File: config.mk
export PLATFORM = sky130hd
export DESIGN_NAME = id_ex_stage_reg
export DESIGN_NICKNAME = d
export VERILOG_FILES = /design/src/rtl/id_ex_stage_reg_pkg.sv /design/src/rtl/pipe_skid_buf.sv /design/src/rtl/id_ex_stage_reg.sv
export SDC_FILE = /design/constraint.sdc
export NUM_CORES = 1
export LEC_CHECK = 0
export ABC_AREA = 1
export BUFFER_PORTS_ARGS = -buffer_cell sky130_fd_sc_hd__buf_2
export CAP_MARGIN = 20
export CORE_MARGIN = 5
export CORE_UTILIZATION = 59
export DETAILED_ROUTE_END_ITERATION = 10
export GPL_TIMING_DRIVEN = 0
export PLACE_DENSITY = 0.88
export SLEW_MARGIN = 20
export SYNTH_ARGS = -nofsm -noshare
export SYNTH_HDL_FRONTEND = slang
export SYNTH_SLANG_ARGS = --single-unit
File: constraint.sdc
create_clock -name clk -period 2.6 [get_ports clk]
set_clock_uncertainty 0.15 [all_clocks]
set_input_delay 0.13 -clock clk [delete_from_list [all_inputs] [get_ports clk]]
set_output_delay 0.13 -clock clk [all_outputs]
set_load 0.03 [all_outputs]
File: src/rtl/id_ex_stage_reg_pkg.sv
// rtl/id_ex_stage_reg_pkg.sv - shared ID/EX payload type, widths and control bit indices
package id_ex_stage_reg_pkg;

   localparam int ID_EX_DATA_W     = 32;
   localparam int ID_EX_REG_ADDR_W = 5;
   localparam int ID_EX_CTRL_W     = 8;

   localparam int CTRL_REGWRITE = 0;

   typedef struct packed {
      logic [ID_EX_DATA_W-1:0]     rd1;
      logic [ID_EX_DATA_W-1:0]     rd2;
      logic [ID_EX_DATA_W-1:0]     imm_ext;
      logic [ID_EX_REG_ADDR_W-1:0] rt;
      logic [ID_EX_REG_ADDR_W-1:0] rd;
      logic [ID_EX_CTRL_W-1:0]     ctrl;
   } id_ex_payload_t;

endpackage

File: src/rtl/pipe_skid_buf.sv
// rtl/pipe_skid_buf.sv - two-entry valid/ready skid buffer with flush, registered in_ready
module pipe_skid_buf #(
   parameter int W = 8
) (
   input  logic         clk,
   input  logic         rst,
   input  logic         flush,
   input  logic         in_valid,
   output logic         in_ready,
   input  logic [W-1:0] in_data,
   output logic         out_valid,
   input  logic         out_ready,
   output logic [W-1:0] out_data
);

   logic         m_valid, m_valid_nxt;
   logic         s_valid, s_valid_nxt;
   logic [W-1:0] m_data, m_data_nxt;
   logic [W-1:0] s_data, s_data_nxt;
   logic         rdy_q;
   logic         accept, retire;

   assign in_ready = rdy_q && !rst;
   assign accept   = in_valid && in_ready;
   assign retire   = m_valid && out_ready;

   // Empty entries always hold zero, so the outputs never show stale data.
   always_comb begin
      m_valid_nxt = m_valid;
      m_data_nxt  = m_data;
      s_valid_nxt = s_valid;
      s_data_nxt  = s_data;
      if (flush) begin
         m_valid_nxt = 1'b0;
         m_data_nxt  = '0;
         s_valid_nxt = 1'b0;
         s_data_nxt  = '0;
      end else if (s_valid) begin
         if (retire) begin
            m_data_nxt  = s_data;
            s_valid_nxt = 1'b0;
            s_data_nxt  = '0;
         end
      end else if (!m_valid || retire) begin
         m_valid_nxt = accept;
         m_data_nxt  = accept ? in_data : '0;
      end else if (accept) begin
         s_valid_nxt = 1'b1;
         s_data_nxt  = in_data;
      end
   end

   always_ff @(posedge clk) begin
      if (rst) begin
         m_valid <= 1'b0;
         m_data  <= '0;
         s_valid <= 1'b0;
         s_data  <= '0;
         rdy_q   <= 1'b1;
      end else begin
         m_valid <= m_valid_nxt;
         m_data  <= m_data_nxt;
         s_valid <= s_valid_nxt;
         s_data  <= s_data_nxt;
         rdy_q   <= !s_valid_nxt;
      end
   end

   assign out_valid = m_valid;
   assign out_data  = m_data;

   a_stall_stable: assert property (@(posedge clk) disable iff (rst)
      (m_valid && !out_ready && !flush) |=> (m_valid && $stable(m_data)));
   a_occupancy: assert property (@(posedge clk) disable iff (rst) s_valid |-> m_valid);
   a_flush_empty: assert property (@(posedge clk) disable iff (rst)
      flush |=> (!m_valid && !s_valid));

endmodule

File: src/rtl/id_ex_stage_reg.sv
// rtl/id_ex_stage_reg.sv - ID->EX pipeline register, optional skid entry, flush to NOP bubble
module id_ex_stage_reg
   import id_ex_stage_reg_pkg::*;
#(
   parameter int DATA_W     = ID_EX_DATA_W,
   parameter int REG_ADDR_W = ID_EX_REG_ADDR_W,
   parameter int CTRL_W     = ID_EX_CTRL_W,
   parameter int SKID       = 1
) (
   input  logic                  clk,
   input  logic                  rst,
   input  logic                  flush,
   input  logic                  in_valid,
   output logic                  in_ready,
   input  logic [DATA_W-1:0]     RD1_in,
   input  logic [DATA_W-1:0]     RD2_in,
   input  logic [DATA_W-1:0]     imm_ext_in,
   input  logic [REG_ADDR_W-1:0] rt_in,
   input  logic [REG_ADDR_W-1:0] rd_in,
   input  logic [CTRL_W-1:0]     ctrl_in,
   output logic                  out_valid,
   input  logic                  out_ready,
   output logic [DATA_W-1:0]     RD1_out,
   output logic [DATA_W-1:0]     RD2_out,
   output logic [DATA_W-1:0]     imm_ext_out,
   output logic [REG_ADDR_W-1:0] rt_out,
   output logic [REG_ADDR_W-1:0] rd_out,
   output logic [CTRL_W-1:0]     ctrl_out
);

   typedef struct packed {
      logic [DATA_W-1:0]     rd1;
      logic [DATA_W-1:0]     rd2;
      logic [DATA_W-1:0]     imm_ext;
      logic [REG_ADDR_W-1:0] rt;
      logic [REG_ADDR_W-1:0] rd;
      logic [CTRL_W-1:0]     ctrl;
   } payload_t;

   payload_t in_p, out_p;

   assign in_p = '{rd1: RD1_in, rd2: RD2_in, imm_ext: imm_ext_in,
                   rt: rt_in, rd: rd_in, ctrl: ctrl_in};

   generate
      if (SKID != 0) begin : g_skid
         pipe_skid_buf #(.W($bits(payload_t))) u_buf (
            .clk       (clk),
            .rst       (rst),
            .flush     (flush),
            .in_valid  (in_valid),
            .in_ready  (in_ready),
            .in_data   (in_p),
            .out_valid (out_valid),
            .out_ready (out_ready),
            .out_data  (out_p)
         );
      end else begin : g_single
         // Single entry: a retiring beat frees the slot in the same cycle.
         logic     m_valid;
         payload_t m_data;

         assign in_ready = (!m_valid || out_ready) && !rst;

         always_ff @(posedge clk) begin
            if (rst || flush) begin
               m_valid <= 1'b0;
               m_data  <= '0;
            end else if (in_valid && in_ready) begin
               m_valid <= 1'b1;
               m_data  <= in_p;
            end else if (m_valid && out_ready) begin
               m_valid <= 1'b0;
               m_data  <= '0;
            end
         end

         assign out_valid = m_valid;
         assign out_p     = m_data;
      end
   endgenerate

   assign RD1_out     = out_p.rd1;
   assign RD2_out     = out_p.rd2;
   assign imm_ext_out = out_p.imm_ext;
   assign rt_out      = out_p.rt;
   assign rd_out      = out_p.rd;
   assign ctrl_out    = out_p.ctrl;

   a_bubble_nop: assert property (@(posedge clk) disable iff (rst)
      !out_valid |-> (out_p == '0 && ctrl_out[CTRL_REGWRITE] == 1'b0));

endmodule
==> flow_metrics.env, run 1 <==
export IMPL_critical_path_required_ps=2860
export IMPL_setup_violations=0
export IMPL_startpoint="g_skid.u_buf.rdy_q"
export IMPL_synth_cell_type_count=16
export IMPL_critPathLaunchType="register"
export IMPL_max_stage_delay_ps=380
export IMPL_cp_depth=6
export IMPL_cp_endpoint="g_skid.u_buf.out_data[43]"
export IMPL_reg2reg_depth=6
export IMPL_wl_per_cell_um=15.8
export IMPL_final_cell_mix="461 x nand2_1, 297 x buf_2, 231 x dfxtp_1, 224 x inv_1, 202 x nor2_1"
export IMPL_mostFrequentLayoutCell="nand2_1"
export IMPL_track_usage=0.335
export IMPL_die_h_um=143
export IMPL_setup_tns_ps=0
export IMPL_place_gp_congestion=0.866
export IMPL_cts_buffers=24
export IMPL_r2r_start="g_skid.u_buf.rdy_q"
export IMPL_rows=48
export IMPL_timing_final_crit_share=0.818
export IMPL_first_pass_iters=7
export IMPL_fmax_mhz=470
export IMPL_holdBufCountCts=116
export IMPL_drt_iter0_markers=1053
export IMPL_die_width_um=143
export IMPL_synth_area_um2=10400
export IMPL_grt_max_degree=14
export IMPL_grt_pass1_vias=11500
export IMPL_outcome="completed"
export IMPL_antenna_found_initial=3
export IMPL_cts_resized=0
export IMPL_final_net_count=2118
export IMPL_synth_seq_area_share=0.443
export IMPL_crit_family="buffers and inverters"
export IMPL_grt_pass1_wl_um=56100
export IMPL_p_per_area_nw_per_um2=564
export IMPL_hold_start="flush"
export IMPL_drtAntennaViolNets=0
export IMPL_finalPower_mw=7.80
export IMPL_synth_cells=1623
export IMPL_rsz0062_at_grt="no"
export IMPL_dpl_cell_area_um2=11900
export IMPL_worstPathCellList="nand3_1, nand2_2, buf_2, buf_2, nand3_1, a21oi_1"
export IMPL_dieArea_um2=20500
export IMPL_cp_arrival_ps=2390
export IMPL_ios=235
export IMPL_htreeDepth=1
export IMPL_viasPerCell=5.37
export IMPL_portBuffers=234
export IMPL_cap_viol_max_count=0
export IMPL_period_minus_slack_ps=2130
export IMPL_final_area_um2=13800
export IMPL_hold_path_class="in2reg"
export IMPL_cts_sinks=231
export IMPL_clock_path_buffers=3
export IMPL_ys_ff_latch=231
export IMPL_crit_path_end_kind="register"
export IMPL_drive_gt1_frac=0.172
export IMPL_cts_tree="yes"
export IMPL_routed_wl_um=35500
export IMPL_start_util=0.602
export IMPL_core_area_um2=17400
export IMPL_clkTransAtPathRegs_ps=60
export IMPL_finalMaxSlewViolations=0
export IMPL_cp_slowest_cell="dfxtp_1"
export IMPL_tightest_slew_ps=676
export IMPL_ys_warnings_count=0
export IMPL_syn_num_nets=1742
export IMPL_reg2reg_slack_ps=470
export IMPL_drc=0
export IMPL_p_leak_nw=7.04
export IMPL_critPathBufInv=2
export IMPL_rr_endpoint="g_skid.u_buf.out_data[43]"
export IMPL_syn_area_per_cell_um2=6.43
export IMPL_fillCellCount=1153
export IMPL_hpwl_um=21100
export IMPL_clockRootBuffer="clkbuf_16"
export IMPL_path_class="reg2reg"
export IMPL_gr_total_overflow=0
export IMPL_ir_drop_uv=567
export IMPL_finalHoldViolations=0
export IMPL_area_delta_synth_final_pct=32.5
export IMPL_clock_latency_ps=510
export IMPL_postCtsSetupRepairBufs=0
export IMPL_worst_slew_margin_rel=0.550
export IMPL_path_max_fanout=10
export IMPL_vias=12100
## metal layers
layer  vias up  routed length [µm]  GRT usage
met2       746               17200      0.577
met3       159                3390     0.0603
met4         0                1760      0.163
met5         -                   0          0
met1      5422               13200      0.403
li1       5731                   -          -
## registers in the layout (all words and copies together), names as in the netlist
signal                  count
g_skid.u_buf.out_data     114
g_skid.u_buf.out_valid      1
g_skid.u_buf.rdy_q          1
g_skid.u_buf.s_data       114
g_skid.u_buf.s_valid        1
## final cells by class
class	instances	area, µm²	share of cell area
Clock buffer	40	762	0.0550
Inverter	235	882	0.0637
Buffer	116	514	0.0372
Timing Repair Buffer	350	2330	0.168
Multi-Input combinational cell	1041	4420	0.320
Sequential cell	231	4620	0.334
Antenna cell	3	7.51	0.000542
Tap cell	225	282	0.0203
Clock inverter	3	15.0	0.00108
## through the flow
step | cells | hold WS (ps) | setup slack (ps) | util
floorplan | 1623 | 178 | 960 | -
detailed placement | 2082 | 298 | 530 | 0.685
global route | 2244 | 76.4 | 424 | 0.798
global placement | 2082 | 290 | 529 | 0.685
CTS | 2241 | 53.1 | 644 | 0.797
finish | 2244 | 74.9 | 473 | 0.798
## tightest hold or removal path, delay by kind of cell
family	cells	cell delay [ps]
and+or+nand+nor	3	250
buffers and inverters	2	310
## logic make-up (layout without fill, tap and decap cells)
kind of cell | Yosys count | after routing | share of synthesized area
compound gates | 232 | 232 | 0.112
buf+inv | 351 | 744 | 0.134
flops | 231 | 231 | 0.443
other cells | 0 | 3 | 0
simple gates | 809 | 809 | 0.312
## Yosys cell counts
master    number  area, µm²
a21oi_1      114        571
a31oi_1        1       6.26
buf_1         12       45.0
buf_2         63        315
clkbuf_1      41        154
dfxtp_1      231       4620
inv_1        224        841
inv_2         11       41.3
nand2_1      461       1730
nand2_2        1       6.26
nand3_1      116        581
nand4_1       28        175
nor2_1       202        758
nor2_2         1       6.26
o21ai_0      116        581
o21ai_2        1       8.76
## report_power, final
group / leakage (nW) / switching (mW) / internal (mW)
combinational: 4.79 / 0.471 / 0.318
sequential: 1.86 / 0.0204 / 3.58
clock: 0.386 / 1.43 / 1.99
## how the worst min path moves through the flow
stage	cells after the start	to	slack [ps]
6_report	5	g_skid.u_buf.s_data[86]	70
5_1_grt	5	g_skid.u_buf.s_data[85]	80
4_1_cts	5	g_skid.u_buf.s_data[85]	50
3_5_place_dp	4	g_skid.u_buf.out_valid	300
3_3_place_gp	4	g_skid.u_buf.out_valid	290
2_1_floorplan	3	g_skid.u_buf.out_valid	180
No activity file was read; power rests on OpenSTA's default activity.
==> run 2, diff against run 1 <==
--- a/config.mk
+++ b/config.mk
@@ -9,10 +9,10 @@
 export BUFFER_PORTS_ARGS = -buffer_cell sky130_fd_sc_hd__buf_2
 export CAP_MARGIN = 20
 export CORE_MARGIN = 5
-export CORE_UTILIZATION = 59
+export CORE_UTILIZATION = 49
 export DETAILED_ROUTE_END_ITERATION = 10
 export GPL_TIMING_DRIVEN = 0
-export PLACE_DENSITY = 0.88
+export PLACE_DENSITY = 0.78
 export SLEW_MARGIN = 20
 export SYNTH_ARGS = -nofsm -noshare
 export SYNTH_HDL_FRONTEND = slang
==> constraint.sdc (replaced) <==
create_clock -name clk -period 1.8 [get_ports clk]
set_clock_uncertainty 0.15 [all_clocks]
set_input_delay 0.09 -clock clk [delete_from_list [all_inputs] [get_ports clk]]
set_output_delay 0.09 -clock clk [all_outputs]
set_load 0.03 [all_outputs]
==> flow_metrics.env, run 2 (synthesized netlist as in run 1, its figures left out) <==
export IMPL_critical_path_required_ps=2080
export IMPL_clkTransAtPathRegs_ps=60
export IMPL_start_util=0.497
export IMPL_vias=11500
export IMPL_fmax_mhz=579
export IMPL_portBuffers=234
export IMPL_layout_setup_ws_ps=73.9
export IMPL_drc=0
export IMPL_final_net_count=2123
export IMPL_drt_iter0_markers=752
export IMPL_finalHoldViolations=0
export IMPL_tightest_slew_ps=646
export IMPL_drive_gt1_frac=0.182
export IMPL_drtAntennaViolNets=0
export IMPL_path_max_fanout=10
export IMPL_clock_latency_ps=520
export IMPL_crit_family="buffers and inverters"
export IMPL_finalMaxSlewViolations=0
export IMPL_cpMostUsedCell="nand2_1"
export IMPL_cp_arrival_ps=2010
export IMPL_place_ws_ps=-216
export IMPL_timing_final_crit_share=0.959
export IMPL_rsz0062_at_grt="yes"
export IMPL_grt_max_degree=15
export IMPL_die_width_um=156
export IMPL_dieArea_um2=24300
export IMPL_routed_wl_um=33300
export IMPL_final_util=0.675
export IMPL_fillCellCount=1714
export IMPL_outcome="completed"
export IMPL_htreeDepth=1
export IMPL_first_pass_iters=5
export IMPL_wl_per_cell_um=14.5
export IMPL_critPathLaunchType="register"
export IMPL_diodes=0
export IMPL_grt_pass1_vias=10900
export IMPL_ios=235
export IMPL_cp_slowest_cell="dfxtp_2"
export IMPL_area_delta_synth_final_pct=36.0
export IMPL_viasPerCell=4.99
export IMPL_track_usage=0.261
export IMPL_place_gp_congestion=0.854
export IMPL_ff_latch_area_um2=4630
export IMPL_clock_path_buffers=3
export IMPL_clockRootBuffer="clkbuf_16"
export IMPL_multiInputGateArea_um2=4440
export IMPL_period_minus_slack_ps=1730
export IMPL_p_per_area_nw_per_um2=843
export IMPL_gr_total_overflow=0
export IMPL_final_cell_mix="461 x nand2_1, 278 x buf_2, 228 x dfxtp_1, 224 x inv_1, 202 x nor2_1"
export IMPL_path_class="reg2reg"
export IMPL_cts_tree="yes"
export IMPL_core_area_um2=21000
export IMPL_hpwl_um=21800
export IMPL_worst_slew_margin_rel=0.569
export IMPL_cts_buffers=24
export IMPL_critPathBufInv=3
export IMPL_rows=53
export IMPL_antenna_found_initial=0
export IMPL_cap_viol_max_count=0
export IMPL_crit_path_end_kind="register"
export IMPL_setup_violations=0
export IMPL_mostFrequentLayoutCell="nand2_1"
export IMPL_ir_drop_uv=652
export IMPL_hold_path_class="in2reg"
export IMPL_die_h_um=156
export IMPL_setup_tns_ps=0
export IMPL_max_stage_delay_ps=350
export IMPL_grt_pass1_wl_um=52800
export IMPL_p_leak_nw=7.19
export IMPL_worstPathCellList="nand2_1, o21ai_4, inv_4, buf_6, clkbuf_4, nand2_1, a21oi_1"
export IMPL_cts_sinks=231
==> run 2: through the flow <==
| step | instances | power [mW] | hold WS [ps] | instance area, µm² |
|---|---|---|---|---|
| finish | 2297 | 12.0 | 17.9 | 14200 |
| global route | 2297 | 12.3 | 59.6 | 14200 |
| CTS | 2298 | 12.0 | 31.3 | 14100 |
| detailed placement | 2132 | 6.20 | 277 | 12000 |
| global placement | 2132 | 6.19 | 252 | 12000 |
| floorplan | 1623 | 5.85 | 138 | 10400 |
==> run 2: where the power goes <==
part | switching, mW | leakage (nW) | internal, mW | total (mW)
sequential | 0.0275 | 1.87 | 5.17 | 5.19
clock | 2.10 | 0.454 | 3.53 | 5.63
combinational | 0.661 | 4.88 | 0.480 | 1.14
total | 2.79 | 7.19 | 9.17 | 12.0
==> run 2: cell type report <==
| type | instances | share of cell area |
|---|---|---|
| inverter | 235 | 0.0625 |
| tap | 275 | 0.0242 |
| timing repair buffer | 357 | 0.170 |
| sequential | 231 | 0.326 |
| clock buffer | 33 | 0.0511 |
| clock inverter | 11 | 0.0127 |
| multi-input combinational | 1041 | 0.313 |
| buffer | 114 | 0.0413 |
==> run 2: final timing paths <==
kind | endpoint | slack (ps) | depth (start not counted) | from
max | g_skid.u_buf.out_data[96] | 70 | 7 | g_skid.u_buf.out_valid
min | g_skid.u_buf.out_valid | 20 | 5 | flush
max reg2reg | g_skid.u_buf.out_data[96] | 70 | 7 | g_skid.u_buf.out_valid
min reg2reg | g_skid.u_buf.out_data[31] | 310 | 2 | g_skid.u_buf.out_data[31]
==> run 2: per-layer routing <==
metal / vias up / global-route usage / share of wire
met1: 5143 / 0.326 / 0.41
met4: 0 / 0.0971 / 0.038
met5: - / 0 / 0
li1: 5743 / - / -
met2: 462 / 0.456 / 0.48
met3: 113 / 0.0411 / 0.076
==> run 2: repair_timing <==
item	4_1_cts	5_1_grt
buffers inserted	2	1
gates cloned	0	0
resized for setup	18	27
hold endpoints to repair	231	0
hold buffers	120	0
pin swaps	1	2
setup endpoints to repair	196	146
==> run 2: tightest hold or removal path: cells and delay by family <==
family / cells / cell delay (ps)
AND/OR/NAND/NOR: 1 / 100
buffers and inverters: 2 / 300
AO/OA/AOI/OAI: 2 / 140
==> run 3, diff against run 2 <==
--- a/config.mk
+++ b/config.mk
@@ -8,7 +8,7 @@
 export ABC_AREA = 1
 export BUFFER_PORTS_ARGS = -buffer_cell sky130_fd_sc_hd__buf_2
 export CAP_MARGIN = 20
-export CORE_MARGIN = 5
+export CORE_MARGIN = 1.5
 export CORE_UTILIZATION = 49
 export DETAILED_ROUTE_END_ITERATION = 10
 export GPL_TIMING_DRIVEN = 0
==> flow_metrics.env, run 3 (synthesized netlist as in run 1, its figures left out) <==
export IMPL_rows=53
export IMPL_rsz0062_at_grt="yes"
export IMPL_cts_buffers=25
export IMPL_start_util=0.498
export IMPL_first_pass_iters=5
export IMPL_clock_path_buffers=3
export IMPL_p_per_area_nw_per_um2=801
export IMPL_instances_no_fill=2297
export IMPL_drt_iter0_markers=649
export IMPL_critPathLaunchType="register"
export IMPL_ff_latch_area_um2=4630
export IMPL_setup_violations=0
export IMPL_grt_max_degree=14
export IMPL_portBuffers=234
export IMPL_hold_path_class="in2reg"
export IMPL_ios=235
export IMPL_drive_gt1_frac=0.182
export IMPL_fillCellCount=1802
export IMPL_tightest_slew_ps=694
export IMPL_multiInputGateArea_um2=4440
export IMPL_die_width_um=149
export IMPL_layout_setup_ws_ps=58.2
export IMPL_finalMaxSlewViolations=0
export IMPL_cts_sinks=231
export IMPL_drtAntennaViolNets=0
export IMPL_drc=0
export IMPL_clock_latency_ps=510
export IMPL_clkTransAtPathRegs_ps=60
export IMPL_cp_arrival_ps=2020
export IMPL_grt_pass1_vias=10800
export IMPL_period_minus_slack_ps=1740
export IMPL_timing_final_crit_share=0.968
export IMPL_htreeDepth=1
export IMPL_path_max_fanout=10
export IMPL_path_class="reg2reg"
export IMPL_wl_per_cell_um=14.0
export IMPL_final_area_um2=14000
export IMPL_cp_slowest_cell="dfxtp_2"
export IMPL_cap_viol_max_count=0
export IMPL_core_area_um2=21000
export IMPL_place_ws_ps=-288
export IMPL_final_net_count=2123
export IMPL_crit_path_end_kind="register"
export IMPL_fmax_mhz=574
export IMPL_p_leak_nw=7.13
export IMPL_grt_pass1_wl_um=51000
export IMPL_max_stage_delay_ps=350
export IMPL_routed_wl_um=32100
export IMPL_dpl_cell_area_um2=12000
export IMPL_diodes=0
export IMPL_vias=11500
export IMPL_dieArea_um2=22200
export IMPL_hpwl_um=20900
export IMPL_finalHoldViolations=0
export IMPL_reg2reg_slack_ps=60
export IMPL_die_h_um=149
export IMPL_critical_path_required_ps=2080
export IMPL_area_delta_synth_final_pct=34.5
export IMPL_placed_cells=2132
export IMPL_outcome="completed"
export IMPL_place_gp_congestion=0.844
export IMPL_gr_total_overflow=0
export IMPL_finalPower_mw=11.3
export IMPL_ir_drop_uv=763
export IMPL_clockRootBuffer="clkbuf_16"
export IMPL_worst_slew_margin_rel=0.537
export IMPL_antenna_found_initial=0
export IMPL_worstPathCellList="nand2_1, o21ai_4, inv_4, buf_6, clkbuf_4, nand2_1, a21oi_1"
export IMPL_cpMostUsedCell="nand2_1"
export IMPL_viasPerCell=5.00
export IMPL_track_usage=0.282
export IMPL_cts_tree="yes"
export IMPL_mostFrequentLayoutCell="nand2_1"
export IMPL_final_cell_mix="461 x nand2_1, 271 x buf_2, 229 x dfxtp_1, 224 x inv_1, 202 x nor2_1"
[run 3: worst paths after layout]
| path | startpoint | endpoint | depth (start not counted) |
|---|---|---|---|
| setup reg to reg | g_skid.u_buf.out_valid | g_skid.u_buf.out_data[103] | 7 |
| setup / recovery | g_skid.u_buf.out_valid | g_skid.u_buf.out_data[103] | 7 |
| hold reg to reg | g_skid.u_buf.out_data[1] | g_skid.u_buf.out_data[1] | 2 |
| hold / removal | flush | g_skid.u_buf.s_data[86] | 5 |
[run 3: where the power goes]
part / switching (mW) / internal [mW] / leakage (nW)
sequential: 0.0269 / 5.17 / 1.86
clock: 2.10 / 2.83 / 0.381
combinational: 0.658 / 0.476 / 4.89
total: 2.78 / 8.47 / 7.13
[run 3: metal layers]
metal | vias up | GRT usage | part of all wire
met5 | - | 0 | 0
met4 | 0 | 0.111 | 0.035
met3 | 89 | 0.0404 | 0.068
met2 | 456 | 0.484 | 0.46
met1 | 5185 | 0.358 | 0.43
li1 | 5751 | - | -
[run 3: repair_timing]
| item | in CTS | in global routing |
|---|---|---|
| cloned | 0 | 0 |
| pin swaps | 1 | 0 |
| buffers inserted | 3 | 0 |
| hold buffers | 117 | 0 |
| endpoints found under the hold margin | 231 | 0 |
| gates resized for setup | 15 | 47 |
| setup endpoints to repair | 190 | 202 |
[run 3: worst max-delay path: cells and delay by family, from the launching register on]
family          cells  cell delay [ps]
compound gates      2              350
buf+inv             3              590
flops               1              350
simple gates        2              210
[run 3: area by class of cell]
cell class / instances / share of cell area
plain buffers: 116 / 0.0439
clock buffers: 36 / 0.0496
clock inverters: 9 / 0.00517
inverters: 235 / 0.0631
multi-input cells: 1041 / 0.316
flip-flops and latches: 231 / 0.329
well taps: 275 / 0.0245
repair buffers: 354 / 0.168
[run 3: metrics by stage]
stage / hold WS, ps / setup TNS [ps] / util
final: 25.2 / 0 / 0.670
after global routing: 57.5 / -2.41 / 0.670
after CTS: 29.2 / 0 / 0.666
after detailed placement: 267 / -29000 / 0.571
after global placement: 254 / -23530 / 0.571
after floorplan: 138 / 0 / -
